<file path="src/rtl/fir_pkg.sv">
// Shared constants and width helpers for the multichannel FIR tap line.
package fir_pkg;

  localparam int DATA_W_DEF   = 16;
  localparam int TAPS_DEF     = 15;
  localparam int CHANNELS_DEF = 2;

  // Pre-add of two DATA_W samples needs one extra bit to never overflow.
  localparam int PRESUM_EXT = 1;

  function automatic int chan_width(input int channels);
    return (channels > 1) ? $clog2(channels) : 1;
  endfunction

  function automatic int tap_lsb(input int k, input int data_w);
    return k * data_w;
  endfunction

  function automatic int presum_el_w(input int data_w);
    return data_w + PRESUM_EXT;
  endfunction

  function automatic int presum_elems(input int taps);
    return (taps + 1) / 2;
  endfunction

endpackage

</file>
<file path="src/rtl/fir_tap_line_if.sv">
// Sample-in / tap-vector-out handshake bundle of fir_tap_line.
// FIR_TAP_SYM_EN adds the symmetric pre-add output out_presum.
interface fir_tap_line_if #(
  parameter int DATA_W   = 16,
  parameter int TAPS     = 15,
  parameter int CHANNELS = 2
);
  localparam int CHAN_W = fir_pkg::chan_width(CHANNELS);

  logic                     in_valid;
  logic                     in_ready;
  logic [DATA_W-1:0]        in_data;
  logic                     out_valid;
  logic                     out_ready;
  logic [DATA_W*TAPS-1:0]   out_taps;
  logic [CHAN_W-1:0]        out_chan;
  logic                     out_primed;
`ifdef FIR_TAP_SYM_EN
  localparam int PRESUM_W = fir_pkg::presum_el_w(DATA_W) * fir_pkg::presum_elems(TAPS);
  logic [PRESUM_W-1:0]      out_presum;

  modport slave (
    input  in_valid, in_data, out_ready,
    output in_ready, out_valid, out_taps, out_chan, out_primed, out_presum
  );
  modport master (
    output in_valid, in_data, out_ready,
    input  in_ready, out_valid, out_taps, out_chan, out_primed, out_presum
  );
`else
  modport slave (
    input  in_valid, in_data, out_ready,
    output in_ready, out_valid, out_taps, out_chan, out_primed
  );
  modport master (
    output in_valid, in_data, out_ready,
    input  in_ready, out_valid, out_taps, out_chan, out_primed
  );
`endif

endinterface

</file>
<file path="src/rtl/fir_tap_chan.sv">
// One channel's TAPS-deep sample history with a saturating fill counter.
// Exposes the post-shift line and post-increment primed flag for the output stage.
module fir_tap_chan
  import fir_pkg::*;
#(
  parameter int DATA_W = DATA_W_DEF,
  parameter int TAPS   = TAPS_DEF
) (
  input  logic                     clk,
  input  logic                     reset,
  input  logic                     clear,
  input  logic                     shift_en,
  input  logic signed [DATA_W-1:0] din,
  output logic [DATA_W*TAPS-1:0]   taps_nxt,
  output logic                     primed_nxt
);

  localparam int LINE_W = DATA_W * TAPS;
  localparam int FILL_W = $clog2(TAPS + 1);
  localparam logic [FILL_W-1:0] FILL_MAX = FILL_W'(TAPS);
  localparam logic [FILL_W-1:0] FILL_PRE = FILL_W'(TAPS - 1);

  logic [LINE_W-1:0] line_q, line_d;
  logic [FILL_W-1:0] fill_q, fill_d;

  // Tap 0 sits in the low bits, so a shift moves everything up one slot.
  assign taps_nxt   = {line_q[LINE_W-DATA_W-1:0], din};
  assign primed_nxt = (fill_q >= FILL_PRE);

  always_comb begin
    line_d = line_q;
    fill_d = fill_q;
    if (clear) begin
      line_d = '0;
      fill_d = '0;
    end else if (shift_en) begin
      line_d = taps_nxt;
      if (fill_q != FILL_MAX) fill_d = fill_q + 1'b1;
    end
  end

  always_ff @(posedge clk or posedge reset) begin
    if (reset) begin
      line_q <= '0;
      fill_q <= '0;
    end else begin
      line_q <= line_d;
      fill_q <= fill_d;
    end
  end

endmodule

</file>
<file path="src/rtl/fir_tap_line.sv">
// CHANNELS interleaved FIR delay lines on one round-robin stream, one-cycle output register.
// Optional macro FIR_TAP_SYM_EN adds registered symmetric pre-adds (out_presum).
module fir_tap_line
  import fir_pkg::*;
#(
  parameter int DATA_W   = DATA_W_DEF,
  parameter int TAPS     = TAPS_DEF,
  parameter int CHANNELS = CHANNELS_DEF
) (
  input logic           clk,
  input logic           reset,
  input logic           clear,
  fir_tap_line_if.slave bus
);

  localparam int CHAN_W = chan_width(CHANNELS);
  localparam int LINE_W = DATA_W * TAPS;

  logic                accept;
  logic                in_ready;
  logic [CHAN_W-1:0]   ch_ptr_q, ch_ptr_d;
  logic [CHANNELS-1:0] shift_en;
  logic [CHANNELS-1:0] primed_nxt;
  logic [LINE_W-1:0]   taps_nxt [CHANNELS];
  logic [LINE_W-1:0]   sel_taps;
  logic                sel_primed;

  logic                out_valid_q, out_valid_d;
  logic [LINE_W-1:0]   out_taps_q, out_taps_d;
  logic [CHAN_W-1:0]   out_chan_q, out_chan_d;
  logic                out_primed_q, out_primed_d;

  // Single output stage without skid: ready passes straight through.
  assign in_ready = !out_valid_q || bus.out_ready;
  assign accept   = bus.in_valid && in_ready && !clear;

  for (genvar c = 0; c < CHANNELS; c++) begin : g_chan
    assign shift_en[c] = accept && (ch_ptr_q == CHAN_W'(c));

    fir_tap_chan #(
      .DATA_W (DATA_W),
      .TAPS   (TAPS)
    ) u_chan (
      .clk        (clk),
      .reset      (reset),
      .clear      (clear),
      .shift_en   (shift_en[c]),
      .din        (bus.in_data),
      .taps_nxt   (taps_nxt[c]),
      .primed_nxt (primed_nxt[c])
    );
  end

  always_comb begin
    sel_taps   = taps_nxt[0];
    sel_primed = primed_nxt[0];
    for (int c = 1; c < CHANNELS; c++) begin
      if (ch_ptr_q == CHAN_W'(c)) begin
        sel_taps   = taps_nxt[c];
        sel_primed = primed_nxt[c];
      end
    end
  end

  always_comb begin
    ch_ptr_d     = ch_ptr_q;
    out_valid_d  = out_valid_q;
    out_taps_d   = out_taps_q;
    out_chan_d   = out_chan_q;
    out_primed_d = out_primed_q;
    if (clear) begin
      ch_ptr_d     = '0;
      out_valid_d  = 1'b0;
      out_taps_d   = '0;
      out_chan_d   = '0;
      out_primed_d = 1'b0;
    end else if (accept) begin
      ch_ptr_d     = (ch_ptr_q == CHAN_W'(CHANNELS - 1)) ? '0 : ch_ptr_q + 1'b1;
      out_valid_d  = 1'b1;
      out_taps_d   = sel_taps;
      out_chan_d   = ch_ptr_q;
      out_primed_d = sel_primed;
    end else if (bus.out_ready) begin
      out_valid_d  = 1'b0;
    end
  end

  // ---- output register stage ----
  always_ff @(posedge clk or posedge reset) begin
    if (reset) begin
      ch_ptr_q     <= '0;
      out_valid_q  <= 1'b0;
      out_taps_q   <= '0;
      out_chan_q   <= '0;
      out_primed_q <= 1'b0;
    end else begin
      ch_ptr_q     <= ch_ptr_d;
      out_valid_q  <= out_valid_d;
      out_taps_q   <= out_taps_d;
      out_chan_q   <= out_chan_d;
      out_primed_q <= out_primed_d;
    end
  end

  assign bus.in_ready   = in_ready;
  assign bus.out_valid  = out_valid_q;
  assign bus.out_taps   = out_taps_q;
  assign bus.out_chan   = out_chan_q;
  assign bus.out_primed = out_primed_q;

`ifdef FIR_TAP_SYM_EN
  localparam int PS_EW = presum_el_w(DATA_W);
  localparam int PS_N  = presum_elems(TAPS);
  localparam int PS_W  = PS_EW * PS_N;

  logic [PS_W-1:0] presum_nxt;
  logic [PS_W-1:0] out_presum_q, out_presum_d;

  function automatic logic signed [DATA_W:0] sext(input logic signed [DATA_W-1:0] a);
    return {a[DATA_W-1], a};
  endfunction

  function automatic logic signed [DATA_W:0] sym_add(input logic signed [DATA_W-1:0] a,
                                                     input logic signed [DATA_W-1:0] b);
    return sext(a) + sext(b);
  endfunction

  always_comb begin
    presum_nxt = '0;
    for (int j = 0; j < TAPS / 2; j++) begin
      presum_nxt[j*PS_EW +: PS_EW] = sym_add(sel_taps[tap_lsb(j, DATA_W) +: DATA_W],
                                             sel_taps[tap_lsb(TAPS-1-j, DATA_W) +: DATA_W]);
    end
    // Odd-length filters have an unpaired centre tap.
    if (TAPS % 2 == 1) begin
      presum_nxt[(PS_N-1)*PS_EW +: PS_EW] = sext(sel_taps[tap_lsb((TAPS-1)/2, DATA_W) +: DATA_W]);
    end
  end

  always_comb begin
    out_presum_d = out_presum_q;
    if (clear) out_presum_d = '0;
    else if (accept) out_presum_d = presum_nxt;
  end

  always_ff @(posedge clk or posedge reset) begin
    if (reset) out_presum_q <= '0;
    else out_presum_q <= out_presum_d;
  end

  assign bus.out_presum = out_presum_q;
`endif

endmodule

</file>
<file path="src/flat_wrapper.sv">
// flat-port wrapper written by rule: the top's interface ports become plain ports
module fir_tap_line_flat import fir_pkg::*;
#(
  parameter int DATA_W   = DATA_W_DEF,
  parameter int TAPS     = TAPS_DEF,
  parameter int CHANNELS = CHANNELS_DEF
)
  (clk, reset, clear, bus_in_valid, bus_in_data, bus_out_ready, bus_in_ready, bus_out_valid, bus_out_taps, bus_out_chan, bus_out_primed);
  fir_tap_line_if #(.DATA_W(DATA_W), .TAPS(TAPS), .CHANNELS(CHANNELS)) bus_i ();
  input logic clk;
  input logic reset;
  input logic clear;
  input wire logic [$bits(bus_i.in_valid)-1:0] bus_in_valid;
  input wire logic [$bits(bus_i.in_data)-1:0] bus_in_data;
  input wire logic [$bits(bus_i.out_ready)-1:0] bus_out_ready;
  output wire logic [$bits(bus_i.in_ready)-1:0] bus_in_ready;
  output wire logic [$bits(bus_i.out_valid)-1:0] bus_out_valid;
  output wire logic [$bits(bus_i.out_taps)-1:0] bus_out_taps;
  output wire logic [$bits(bus_i.out_chan)-1:0] bus_out_chan;
  output wire logic [$bits(bus_i.out_primed)-1:0] bus_out_primed;
  assign bus_i.in_valid = bus_in_valid;
  assign bus_i.in_data = bus_in_data;
  assign bus_i.out_ready = bus_out_ready;
  assign bus_in_ready = bus_i.in_ready;
  assign bus_out_valid = bus_i.out_valid;
  assign bus_out_taps = bus_i.out_taps;
  assign bus_out_chan = bus_i.out_chan;
  assign bus_out_primed = bus_i.out_primed;
  fir_tap_line #(.DATA_W(DATA_W), .TAPS(TAPS), .CHANNELS(CHANNELS)) u_core (.clk(clk), .reset(reset), .clear(clear), .bus(bus_i));
endmodule
</file>
<file path="config.mk">
export PLATFORM = sky130hd
export DESIGN_NAME = fir_tap_line_flat
export DESIGN_NICKNAME = d
export VERILOG_FILES = /design/src/rtl/fir_pkg.sv /design/src/rtl/fir_tap_line_if.sv /design/src/rtl/fir_tap_chan.sv /design/src/rtl/fir_tap_line.sv /design/src/flat_wrapper.sv
export SDC_FILE = /design/constraint.sdc
export NUM_CORES = 1
export LEC_CHECK = 0
export BUFFER_PORTS_ARGS = -buffer_cell sky130_fd_sc_hd__buf_4
export CORE_MARGIN = 2
export CORE_UTILIZATION = 55
export CTS_BUF_LIST = sky130_fd_sc_hd__clkbuf_8
export DETAILED_ROUTE_END_ITERATION = 16
export GPL_TIMING_DRIVEN = 0
export PLACE_DENSITY = 0.75
export SLEW_MARGIN = 30
export SYNTH_ARGS = -nofsm -noshare
export SYNTH_HDL_FRONTEND = slang
export SYNTH_SLANG_ARGS = --single-unit
</file>
<file path="constraint.sdc">
create_clock -name clk -period 54.7 [get_ports clk]
set_clock_uncertainty 0.2 [all_clocks]
set_input_delay 2.735 -clock clk [delete_from_list [all_inputs] [get_ports clk]]
set_output_delay 2.735 -clock clk [all_outputs]
set_load 0.005 [all_outputs]
</file>
# ---- Word-level counts from Yosys, hierarchy flattened
# Index checks and enable logic that the tools add are counted.
dict set report totals {
  reg_bits 700
  input_bits 21
  word_cells 56
}
dict set report classes {
  add_sub_neg 3
  n_lt_le_gt_ge 2
  n_eq_ne 2
  mux 24
  bitwise 1
  n_reduce_logical 15
}
# operator n
set op_table {}
lappend op_table {{224-bit two-way mux} 4}
lappend op_table {{240-bit two-way mux} 3}
lappend op_table {{4-bit two-way mux} 6}
lappend op_table {{1-bit two-way mux} 11}
lappend op_table {{2-bit nonzero test} 5}
lappend op_table {{4-bit by 1-bit adder with 4-bit output (second input constant)} 2}
lappend op_table {{4-bit greater-or-equal comparator (second input constant)} 2}
lappend op_table {{4-bit inequality test (second input constant)} 2}
lappend op_table {{1-bit logical AND} 4}
lappend op_table {{2-bit AND reduction} 2}
lappend op_table {{3-bit nonzero test} 1}
lappend op_table {{1-bit zero test} 2}
lappend op_table {{1-bit adder (second input constant)} 1}
lappend op_table {{1-bit logical OR} 1}
lappend op_table {{1-bit NOT} 1}

# ---- Depth between registers and ports, before layout
# Gate-level depths: netlist of the first run.
dict set report logic_depth {
  word_depth 7
  ltp_mapped 8
  mapped_depth_nobuf 6
}

# ---- Cells and area by module
# From an unflattened synthesis of the first run, not the netlist that was laid out.
dict set report hier_totals {
  hier_cells 2641
  hier_area_um2 32283.5
}
# mod n_inst cells_per_inst area_per_inst_um2 seq_area_each_um2
set by_module_without_submodules {}
lappend by_module_without_submodules {fir_tap_chan 2 763 9444.1 5705.5}
lappend by_module_without_submodules {fir_tap_line 1 1115 13395.3 6105.9}

# ---- Worst setup path after synthesis of the first run
# Ideal clock, no wire load.
dict set report synth_timing {
  path_type {input to output}
  start {in bus_out_ready}
  end {out bus_in_ready}
  arrival_time_ps 3027
  required_ps 51765
  path_slack_ps 48738
  stages 2
  path_buffers 1
  path_cell_list {nand2b_1 buf_4}
}
dict set report synth_between {
  elab_chain_len 1
}
# item line_no
set synth_lines {}
lappend synth_lines {{start, declared} flat_wrapper.sv:15} ;# input wire logic [$bits(bus_i.out_ready)-1:0] bus_out_ready;
lappend synth_lines {{1-bit logical OR} fir_tap_line.sv:34} ;# assign in_ready = !out_valid_q || bus.out_ready;
lappend synth_lines {{end, declared} flat_wrapper.sv:16} ;# output wire logic [$bits(bus_i.in_ready)-1:0] bus_in_ready;
# Every way passes these cells.

# ---- Final worst setup path of the first run
# Ends and elaborated chain as after synthesis.

==> flow_summary.ini, run 1 <==
[setup_path]
arrival_ps = 3300
critPathKind = primary input to output pin
endpoint_kind = output pin
required_ps = 51760
path_max_fanout = 10
startpoint_type = primary input

[clocking]
clockRootBuffer = clkbuf_8
clkTransAtPathRegs_ps = 60
cts_made_buffers = 108
cts_resized = 0
cts.path.max_buffers = 3
cts_tree = yes
postCtsSetupRepairBufs = 0
holdBufCountCts = 0
clkLatencyLatePin_ps = 720
htree_levels = 3
clock-sinks = 700

[route]
drt_wl_total_mm = 77.8
drtIter0Drc = 1744
drt-wirelength-per-cell_um = 23.8
viasPerCell = 6.21
first_pass_iters = 5
ant_nets = 0
drt_drc_violations_left = 0
vias = 20300

[timing]
maxSlewHeadroom = 0.323
clock.fmax_ghz = 0.160
tightest_slew_ps = 1020
drv_slew = 0
period_needed_ps = 6230
rsz0062_at_grt = no
hold_viol_final = 0
setup_viol_count_final = 0
tns_ps = 0
period_share = 0.114

[global_routing]
grt_pass1_vias = 20500
antenna_found_initial = 1
grt_pass1_wl_mm = 122
grt-ovfl-total = 0
grtUsageTotal = 0.301
grt_max_degree = 98

[worst_hold_path]
min_path_type = flip-flop to flip-flop

[die]
start_util = 0.556
coreArea_um2 = 50000
dieArea_um2 = 52300
rows = 82
die_h_um = 229
die-width_um = 229
pin_count = 265

[logic_synthesis]
synth_ff_type = dfrtp_1
yosys.area.top_type = dfrtp_1
synth_async_sr_flop_share = 1.00
ys_seq_area_frac = 0.630
synth.avg_cell_area_um2 = 13.0
ys_ff_latch = 700
syn-cell-area_um2 = 27800
synth.distinct_cells = 35
synth_edf_count = 0
synth.area.top_cells = dfrtp_1 63%, a22o_1 14%, mux2i_1 8.1%
yosysWarnings = 0
synthesis.instances = 2137
yosys.area.top_type_share = 0.630
syn-num-nets = 2162

[cells_and_area]
finalNonFillerCells = 3270
finish.utilization = 0.661
layout-drive-gt1-share = 0.225
nFillCells = 3733
area_growth_pct = 18.8
fin_nets = 2543
antenna_cells = 0

[status]
status = complete, no violations

[job]
maxCapViolations = 0

[placed_design]
dp_hpwl_mm = 55.5
io_buffers = 263
place_inst = 3080
gp_congestion = 0.879

[power_and_ir_drop]
power_density_nw_per_um2 = 32.5
ir_drop_v = 0.0000196
p_leak_nw = 15.9
==> worst max-delay path, stage by stage <==
cell,delay [ps]
buf_4,100
nand2b_1,140
buf_4,180
buf_4,140
==> cell usage in the layout, fill, tap and decap left out, types with 39 or more instances in the layout <==
master,n
a22o_1,448
nand2_1,39
clkbuf_1,57
nor2_1,229
a211oi_1,224
buf_2,134
buf_4,276
dfrtp_1,700
mux2i_1,224
clkbuf_8,144
==> layout make-up <==
class,instances,area [um2],area share
Buffer,207,993,0.0301
Clock buffer,144,1980,0.0600
Clock inverter,46,206,0.00625
Inverter,5,26.3,0.000796
Multi-Input combinational cell,1225,9260,0.280
Sequential cell,700,17500,0.531
Tap cell,672,841,0.0255
Timing Repair Buffer,271,2190,0.0665
==> power breakdown <==
group          leakage (nW)  switching [mW]  internal [mW]
combinational          5.06          0.0596         0.0359
sequential             9.61         0.00984          0.531
clock                  1.25           0.204          0.233
==> cells in the mapped netlist (2+ instances only) <==
cell and count:
clkbuf_1 57, a31oi_1 3, nor2b_1 2, o21ai_0 3, inv_1 5, mux2i_1 224, nor2_1 229, nor4_1 2
a21o_1 2, a22o_1 448, a211oi_1 224, nand3_1 4, buf_4 13, and3_1 2, nand2_1 39, a21oi_1 22
buf_2 134, ha_1 4, buf_1 3, a311oi_1 2, dfrtp_1 700, nor3_2 2
==> worst paths after layout <==
path | start | end | slack, ps | cells after the start
min | u_core.g_chan[1].u_chan.line_q[212] | u_core.g_chan[1].u_chan.line_q[212] | 300 | 1
min reg2reg | u_core.g_chan[1].u_chan.line_q[212] | u_core.g_chan[1].u_chan.line_q[212] | 300 | 1
max reg2reg | u_core.bus.out_valid | u_core.bus.out_taps[104] | 52060 | 7
max in group asynchronous | reset | u_core.bus.out_taps[92] | 50800 | 5
max | bus_out_ready | bus_in_ready | 48470 | 4
min in group asynchronous | reset | u_core.bus.out_valid | 1850 | 2
==> through the flow <==
| step | hold WS (ps) | area [um2] | power [mW] | setup slack [ps] |
|---|---|---|---|---|
| 3_3_place_gp | 283 | 30600 | 0.641 | 26300 |
| 5_1_grt | 318 | 33000 | 1.11 | 48440 |
| 2_1_floorplan | 265 | 27800 | 0.604 | 32130 |
| 4_1_cts | 308 | 33000 | 1.08 | 48460 |
| 3_5_place_dp | 285 | 30800 | 0.645 | 48460 |
| 6_report | 304 | 33000 | 1.07 | 48470 |
==> routing by layer <==
layer	wire length, um	track usage	vias up
li1	-	-	8799
met3	5560	0.0563	144
met5	11	0	-
met4	2380	0.113	2
met2	36500	0.463	859
met1	33400	0.431	10500
==> state kept, by name, indices dropped and copies added, names as in the netlist <==
| register | flops |
|---|---|
| u_core.bus.out_chan | 1 |
| u_core.ch_ptr_q | 1 |
| u_core.bus.out_primed | 1 |
| u_core.bus.out_taps | 240 |
| u_core.g_chan.u_chan.line_q | 448 |
| u_core.bus.out_valid | 1 |
| u_core.g_chan.u_chan.fill_q | 8 |
==> kinds of logic (layout without fill, tap and decap cells) <==
kind of cell | after synthesis | in the layout | share of synthesized area
AO/OA/AOI/OAI | 710 | 710 | 0.210
multiplexers | 224 | 224 | 0.0807
flip-flops | 700 | 700 | 0.630
buffers and inverters | 212 | 673 | 0.0364
AND/OR/NAND/NOR | 286 | 286 | 0.0404
XOR/XNOR | 1 | 1 | 0.000315
adder cells (fa/ha/maj) | 4 | 4 | 0.00180
Note: power is estimated with default switching activity, not from simulation.
==> inputs of run 2 (changes only) <==
==> constraint.sdc (replaced) <==
create_clock -name clk -period 6.41 [get_ports clk]
set_clock_uncertainty 0.2 [all_clocks]
set_input_delay 0.3205 -clock clk [delete_from_list [all_inputs] [get_ports clk]]
set_output_delay 0.3205 -clock clk [all_outputs]
set_load 0.005 [all_outputs]
==> run 2 against run 1 <==
Hold slack got worse by 260 ps. Final cell count rose by 1.3%. Register-to-register slack got worse by 48000 ps. Die area did not move. Sequential power rose to 8.5 times the previous value. Via count rose by 0.59%. First-iteration DRC count fell by 7.1%. Utilization rose by 0.92 points. Combinational power rose to 8.8 times the previous value. Critical endpoint is now u_core.bus.out_taps[73].
==> flow_summary.ini, run 2 (same netlist as run 1, synthesis figures left out) <==
[status]
status = complete, no violations

[global_routing]
grt_max_degree = 33
antenna_found_initial = 0
grt-ovfl-total = 0
grt_pass1_vias = 20400
grtUsageTotal = 0.297
grt_pass1_wl_mm = 121

[setup_path]
r2r_slack_ps = 3760
worstPathBufferInverterCount = 4
endpoint_kind = flip-flop
startpoint_type = flip-flop
critPathKind = flip-flop to flip-flop
crit_top_cell = buf_2
arrival_ps = 3010
cp_slowest_cell = clkbuf_1
max_stage_delay_ps = 780
path_max_fanout = 10
crit_family = buffers and inverters
required_ps = 6770
critical_path.cell_chain = nand2b_1 -> buf_4 -> and2_1 -> buf_2 -> clkbuf_1 -> buf_2 -> a211oi_1

[power_and_ir_drop]
power_density_nw_per_um2 = 274
internal-power_mw = 6.85
clkPwrFrac = 0.405
switching_power_mw = 2.33
power.share.switching = 0.254
ir_drop_v = 0.000190
comb_power_share = 0.092
finalPower_mw = 9.18
pwr-share-seq = 0.503
p_leak_nw = 16.2

[timing]
maxSlewHeadroom = 0.331
hold_viol_final = 0
clock.fmax_ghz = 0.378
period_needed_ps = 2650
rsz0062_at_grt = no
period_share = 0.413
setup_viol_count_final = 0
drv_slew = 0
tightest_slew_ps = 1000

[cells_and_area]
antenna_cells = 0
fin_area_um2 = 33500
fin_nets = 2579
final_cell_mix = 700 x dfrtp_1, 448 x a22o_1, 276 x buf_4
final_common_cell = dfrtp_1
area_growth_pct = 20.5
finish.utilization = 0.670
layout-drive-gt1-share = 0.227
top_register = u_core.g_chan.u_chan.line_q
largest_reg_flops = 448

[die]
pin_count = 265
coreArea_um2 = 50000
start_util = 0.556
dieArea_um2 = 52300
rows = 82
die-width_um = 229
die_h_um = 229

[clocking]
cts_resized = 0
clkLatencyLatePin_ps = 710
cts.path.max_buffers = 3
clock-sinks = 700
clockRootBuffer = clkbuf_8
cts_made_buffers = 108
htree_levels = 3
postCtsSetupRepairBufs = 0
cts_tree = yes
clkTransAtPathRegs_ps = 60

[route]
vias = 20400
drtIter0Drc = 1621
drt-wirelength-per-cell_um = 23.4
ant_nets = 0
viasPerCell = 6.17
drt_drc_violations_left = 0
drt_wl_total_mm = 77.4
first_pass_iters = 7

[placed_design]
postPlaceCellArea_um2 = 31100
dp_hpwl_mm = 56.2
gp_congestion = 0.866
io_buffers = 263

[worst_hold_path]
min_path_type = primary input to async pin

[job]
maxCapViolations = 0
run 2: layout make-up:
type	count	area [um2]
multi-input cells	1225	9260
fillers	3627	16500
plain buffers	207	993
flip-flops and latches	700	17500
clock buffers	136	1870
clock inverters	59	312
inverters	5	22.5
well taps	672	841
repair buffers	307	2660
run 2: metrics by stage:
stage	TNS, ps	hold slack, ps	worst slack, ps	instances
floorplan	-2584740	245	-3690	2137
global placement	-4700860	283	-6760	3072
detailed placement	0	206	3680	3096
CTS	0	4.52	3740	3311
global route	0	55.5	3610	3311
finish	0	44.2	3760	3311
run 2: final timing paths:
path	start	to	depth (start not counted)
worst max-delay path	u_core.bus.out_valid	u_core.bus.out_taps[73]	7
worst min-delay path	reset	u_core.g_chan[1].u_chan.fill_q[2]	3
worst max register to register	u_core.bus.out_valid	u_core.bus.out_taps[73]	7
worst min register to register	u_core.g_chan[0].u_chan.line_q[220]	u_core.g_chan[0].u_chan.line_q[220]	1
max in group asynchronous	reset	u_core.bus.out_taps[151]	9
min in group clk	bus_in_data[8]	u_core.g_chan[1].u_chan.line_q[8]	3
run 2: timing repair:
item	4_1_cts	5_1_grt
endpoints found under the hold margin	143	0
setup endpoints to repair	0	0
hold buffers	20	0
run 2: layer usage:
metal / global-route usage / routed length (um) / vias to the layer above
li1: - / - / 8877
met1: 0.430 / 34000 / 10500
met2: 0.457 / 36100 / 863
met3: 0.0482 / 5000 / 161
met4: 0.111 / 2370 / 0
met5: 0 / 0 / -
run 2: power groups by stage:
| stage | clock network [mW] | registers, mW | logic [mW] |
|---|---|---|---|
| finish | 3.72 | 4.61 | 0.845 |
| global route | 3.97 | 4.62 | 0.923 |
| CTS | 3.77 | 4.61 | 0.846 |
| detailed placement | 0 | 4.69 | 0.834 |
| global placement | 0 | 4.70 | 0.773 |
| floorplan | 0 | 4.68 | 0.474 |
run 2: worst min-delay path, stage by stage:
cell and delay, ps:
dlygate4sd3_1 540, buf_4 140, clkinvlp_4 380
